`config.mk`:
```
export PLATFORM = sky130hd
export DESIGN_NAME = lfsr_scrambler_param
export DESIGN_NICKNAME = d
export VERILOG_FILES = /design/src/rtl/lfsr_scrambler_param.sv
export SDC_FILE = /design/constraint.sdc
export NUM_CORES = 1
export LEC_CHECK = 0
export ABC_AREA = 1
export CELL_PAD_IN_SITES_DETAIL_PLACEMENT = 1
export CELL_PAD_IN_SITES_GLOBAL_PLACEMENT = 2
export CORE_MARGIN = 2
export CORE_UTILIZATION = 34
export CTS_CLUSTER_SIZE = 14
export DETAILED_ROUTE_END_ITERATION = 10
export DONT_BUFFER_PORTS = 1
export HOLD_SLACK_MARGIN = 0.08
export PLACE_DENSITY_LB_ADDON = 0.12
export SLEW_MARGIN = 15
export SYNTH_ARGS = -nofsm -noshare
export SYNTH_HDL_FRONTEND = slang
export SYNTH_SLANG_ARGS = --single-unit
```
`constraint.sdc`:
```
create_clock -name clk -period 1.53 [get_ports clk]
set_input_delay 0.3825 -clock clk [delete_from_list [all_inputs] [get_ports clk]]
set_output_delay 0.3825 -clock clk [all_outputs]
set_load 0.01 [all_outputs]
```
`src/rtl/lfsr_scrambler_param.sv`:
```
// Parameterised LFSR scrambler/descrambler with a one-beat valid/ready output register.
// Supports additive (frame-synchronous) and multiplicative (self-synchronous) modes.
module lfsr_scrambler_param #(
    parameter int                DATA_W = 8,
    parameter int                LFSR_W = 8,
    parameter logic [LFSR_W-1:0] TAPS   = 8'hA0,
    parameter logic [LFSR_W-1:0] SEED   = 8'hFF
) (
    input  logic              clk,
    input  logic              rst,
    input  logic              mode,
    input  logic              descramble,
    input  logic              seed_load,
    input  logic [LFSR_W-1:0] seed_val,
    input  logic              in_valid,
    output logic              in_ready,
    input  logic [DATA_W-1:0] in_data,
    output logic              out_valid,
    input  logic              out_ready,
    output logic [DATA_W-1:0] out_data,
    output logic [15:0]       beat_cnt
);

    logic [LFSR_W-1:0] state_q;
    logic [LFSR_W-1:0] next_state;
    logic [DATA_W-1:0] scr_data;
    logic [DATA_W-1:0] out_data_q;
    logic              out_valid_q;
    logic [15:0]       beat_cnt_q;
    logic              accept;

    logic [LFSR_W-1:0] lfsr;
    logic              in_bit;
    logic              fb;
    logic              out_bit;
    logic              shift_in;

    assign in_ready = (!out_valid_q || out_ready) && !seed_load;
    assign accept   = in_valid && in_ready;

    // Unrolled bit-serial processing: DATA_W LFSR steps per beat, MSB first.
    // NOTE: blocking assignments here are intentional -- each loop iteration must
    // see the state produced by the previous one within the same evaluation.
    always_comb begin
        lfsr     = state_q;
        scr_data = '0;
        in_bit   = 1'b0;
        fb       = 1'b0;
        out_bit  = 1'b0;
        shift_in = 1'b0;
        for (int i = 0; i < DATA_W; i++) begin
            in_bit  = in_data[DATA_W-1-i];
            fb      = ^(lfsr & TAPS);
            out_bit = in_bit ^ fb;
            if (!mode)
                shift_in = fb;
            else if (descramble)
                shift_in = in_bit;
            else
                shift_in = out_bit;
            scr_data[DATA_W-1-i] = out_bit;
            lfsr = {lfsr[LFSR_W-2:0], shift_in};
        end
        next_state = lfsr;
    end

    // An all-zero state would lock the additive LFSR, so a zero seed falls back to SEED.
    always_ff @(posedge clk) begin
        if (rst) begin
            state_q     <= SEED;
            out_valid_q <= 1'b0;
            out_data_q  <= '0;
            beat_cnt_q  <= '0;
        end else begin
            if (seed_load)
                state_q <= (seed_val == '0) ? SEED : seed_val;
            else if (accept)
                state_q <= next_state;

            if (accept) begin
                out_data_q  <= scr_data;
                out_valid_q <= 1'b1;
                beat_cnt_q  <= beat_cnt_q + 16'd1;
            end else if (out_ready) begin
                out_valid_q <= 1'b0;
            end
        end
    end

    assign out_valid = out_valid_q;
    assign out_data  = out_data_q;
    assign beat_cnt  = beat_cnt_q;

endmodule

```
==> impl_metrics.toml <==
[synth]
yosys.area_share.simple = 0.3258
syn_area_per_cell_um2 = 7.119
synth_top_family_by_area = "simple AND/OR/NAND/NOR gates"
async_flop_share = 0
synth_compound_area_frac = 0.1430
syn_inst = 274
netlist.area_leader.share = 0.3387
yosys.area.top_type = "dfxtp_1"
synth.distinct_cells = 34
syn_area_um2 = 1951
synth_area_leaders = "dfxtp_1 (34%), nand2_1 (13%), inv_1 (7.3%)"
muxShareOfSynthArea = 0
syn_nets = 298
synth-main-ff-cell = "dfxtp_1"
synth-adder-area-share = 0.006414
synth_xor_area_frac = 0.07633
ys_seq_elements = 33
synth_edf_count = 0
ys_warn_count = 0
synth.yosys.seq_area_share = 0.3387

[worst_setup_path]
path_cells = "nand2_2 > inv_1 > nor2_1"
cp_data_required_time_ps = 1150
cpMaxStageDelayCell = "dfxtp_1"
path_delay_family = "flip-flops"
reg2reg_slack_ps = 160
crit_fanout = 3
worst-path-buf-inv = 1
crit_path_end_kind = "output port"
path_class = "reg -> out"
critPathMaxStageDelay_ps = 320
critPathLaunchType = "flip-flop"
arrival_ps = 990

[pwr]
power.density_nw_per_um2 = 1003
leakage_nw = 1.012
ir_worst_vdd_mv = 0.4384
p_total_mw = 2.286

[run]
maxCapViolCount = 0

[route]
ant_nets = 0
viasPerCell = 4.879
routed_wl_mm = 5.072
vias = 1771
drc = 0
wire_per_inst_um = 13.97
drt_pass1_iterations = 4
drt-initial-drc-count = 49

[sta]
rsz0062_at_grt = "false"
finalSetupViolCount = 0
totalNegativeSetupSlack_ps = 0
slew_violations = 0
clock_skew_ps = 6.721
worst_slew_pin_slew_ps = 325.2
fin_ws_ps = 159.4
finalHoldViolations = 0
min_period_over_period = 0.8958
whs_ps = 145.3
period_needed_ps = 1371
max_slew_margin = 0.7815
max_clock_freq_mhz = 729.6

[clock_network]
numCtsBuffers = 5
clock-sinks = 33
htree_num_levels = 2
cts_tree = "done"
clock_path_buffers = 2
cts-hold-fix-buffers = 0
clk_pin_slew_worst_paths_ps = 80
root_buffer = "clkbuf_8"
insertion_delay_ps = 290

[global_routing]
grt_max_degree = 17
antenna_found_initial = 0
grt_first_pass_wirelength_mm = 8.445
first_global_vias = 1739
grt_overflow_total = 0
grtUsageTotal = 0.1709

[finish]
diodes = 0
multiInputGateArea_um2 = 1099
layout.cells.non_filler = 363
post_route_cells_drive_above_1_share = 0.1718
seq_area_um2 = 665.6
n_fill_cell = 717
area_growth_syn_to_layout_pct = 16.87
nNetsFinal = 314

[placed_design]
pre_cts_slack_ps = 62.40
io_buffers = 0
gp_congestion = 0.7458
dp_cells = 353
dp_hpwl_mm = 3.906

[status]
status = "completed"

[floorplanning]
die_area_um2 = 6359
fp.dieW_um = 79.75
die_h_um = 79.75
rows = 27
core-area_um2 = 5540
start_util = 0.3521
ios = 49

[min_path]
min_path_type = "in -> reg"
-- Yosys cell counts, drive strengths merged, types with 2 or more instances --
master   number
nand3b        2
nor3b         2
nand2        69
o21ai        13
inv          40
a31oi         2
nand4         7
o21a          5
nor3          4
xor2          8
o2111ai       2
buf           5
nor2         16
a21oi        20
a211oi        2
xnor2         9
dfxtp        33
nand3        26
o211ai        3
clkbuf        3
-- registers in the layout, indices dropped and copies added, names as in the netlist --
register	flops
beat_cnt	16
out_data	8
out_valid	1
state_q	8
-- logic make-up (layout without fill, tap and decap cells) --
kind of cell               Yosys count  after routing
AOI/OAI and AO/OA                   48             48
xor gates and xnor gates            17             17
adders and majority gates            1              1
buffers and inverters               49             65
DFF                                 33             33
and+or+nand+nor                    126            127
-- through the flow --
stage / cell area [um2] / util
after floorplan: 1951 / -
after CTS: 2245 / 0.4051
final: 2280 / 0.4115
after global routing: 2280 / 0.4115
after detailed placement: 2111 / 0.3810
after global placement: 2111 / 0.3810
-- per-layer routing --
metal	vias to the layer above	share of wire	routed length, um	global-route usage
li1	930	-	-	-
met1	802	0.45	2275	0.2098
met2	34	0.47	2409	0.2824
met3	5	0.065	332	0.05543
met4	0	0.010	53	0.05593
met5	-	0	0	0
-- power breakdown --
group | leakage [nW] | total [mW] | switching (mW) | internal (mW)
sequential | 0.271 | 0.947 | 0.0443 | 0.903
combinational | 0.672 | 0.348 | 0.199 | 0.149
clock | 0.0681 | 0.991 | 0.344 | 0.647
-- what timing repair did --
item | CTS | global route
gates resized for setup | 0 | 9
endpoints found under the setup margin | 0 | 6
buffers inserted | 0 | 1
-- final timing paths --
path	start	endpoint	cells after the start
min	rst	beat_cnt[1]	1
max	out_valid	in_ready	3
max reg2reg	beat_cnt[4]	beat_cnt[14]	7
min reg2reg	beat_cnt[6]	beat_cnt[7]	2
-- layout by cell type (no fill, tap or decap), types with 3 or more instances in the layout --
cell type  instances
a21oi_1           20
o211ai_1           3
xor2_1             8
inv_2              3
o21ai_0           12
buf_4             15
nand2_1           65
clkbuf_8           5
o21a_1             5
nand4_1            5
nor2_4             4
dfxtp_2            4
nand2_2            3
nor3_1             3
inv_1             37
nor2_1            12
nand3_1           24
xnor2_1            9
dfxtp_1           29
-- final cells by class --
cell class                 count  area share
clock buffer                   5     0.03019
sequential                    33      0.2920
clock inverter                 3     0.02854
tap                           72     0.03952
inverter                      41     0.06970
timing repair buffer          16     0.05818
multi-input combinational    193      0.4819
Note: power is estimated with default switching activity, not from simulation.
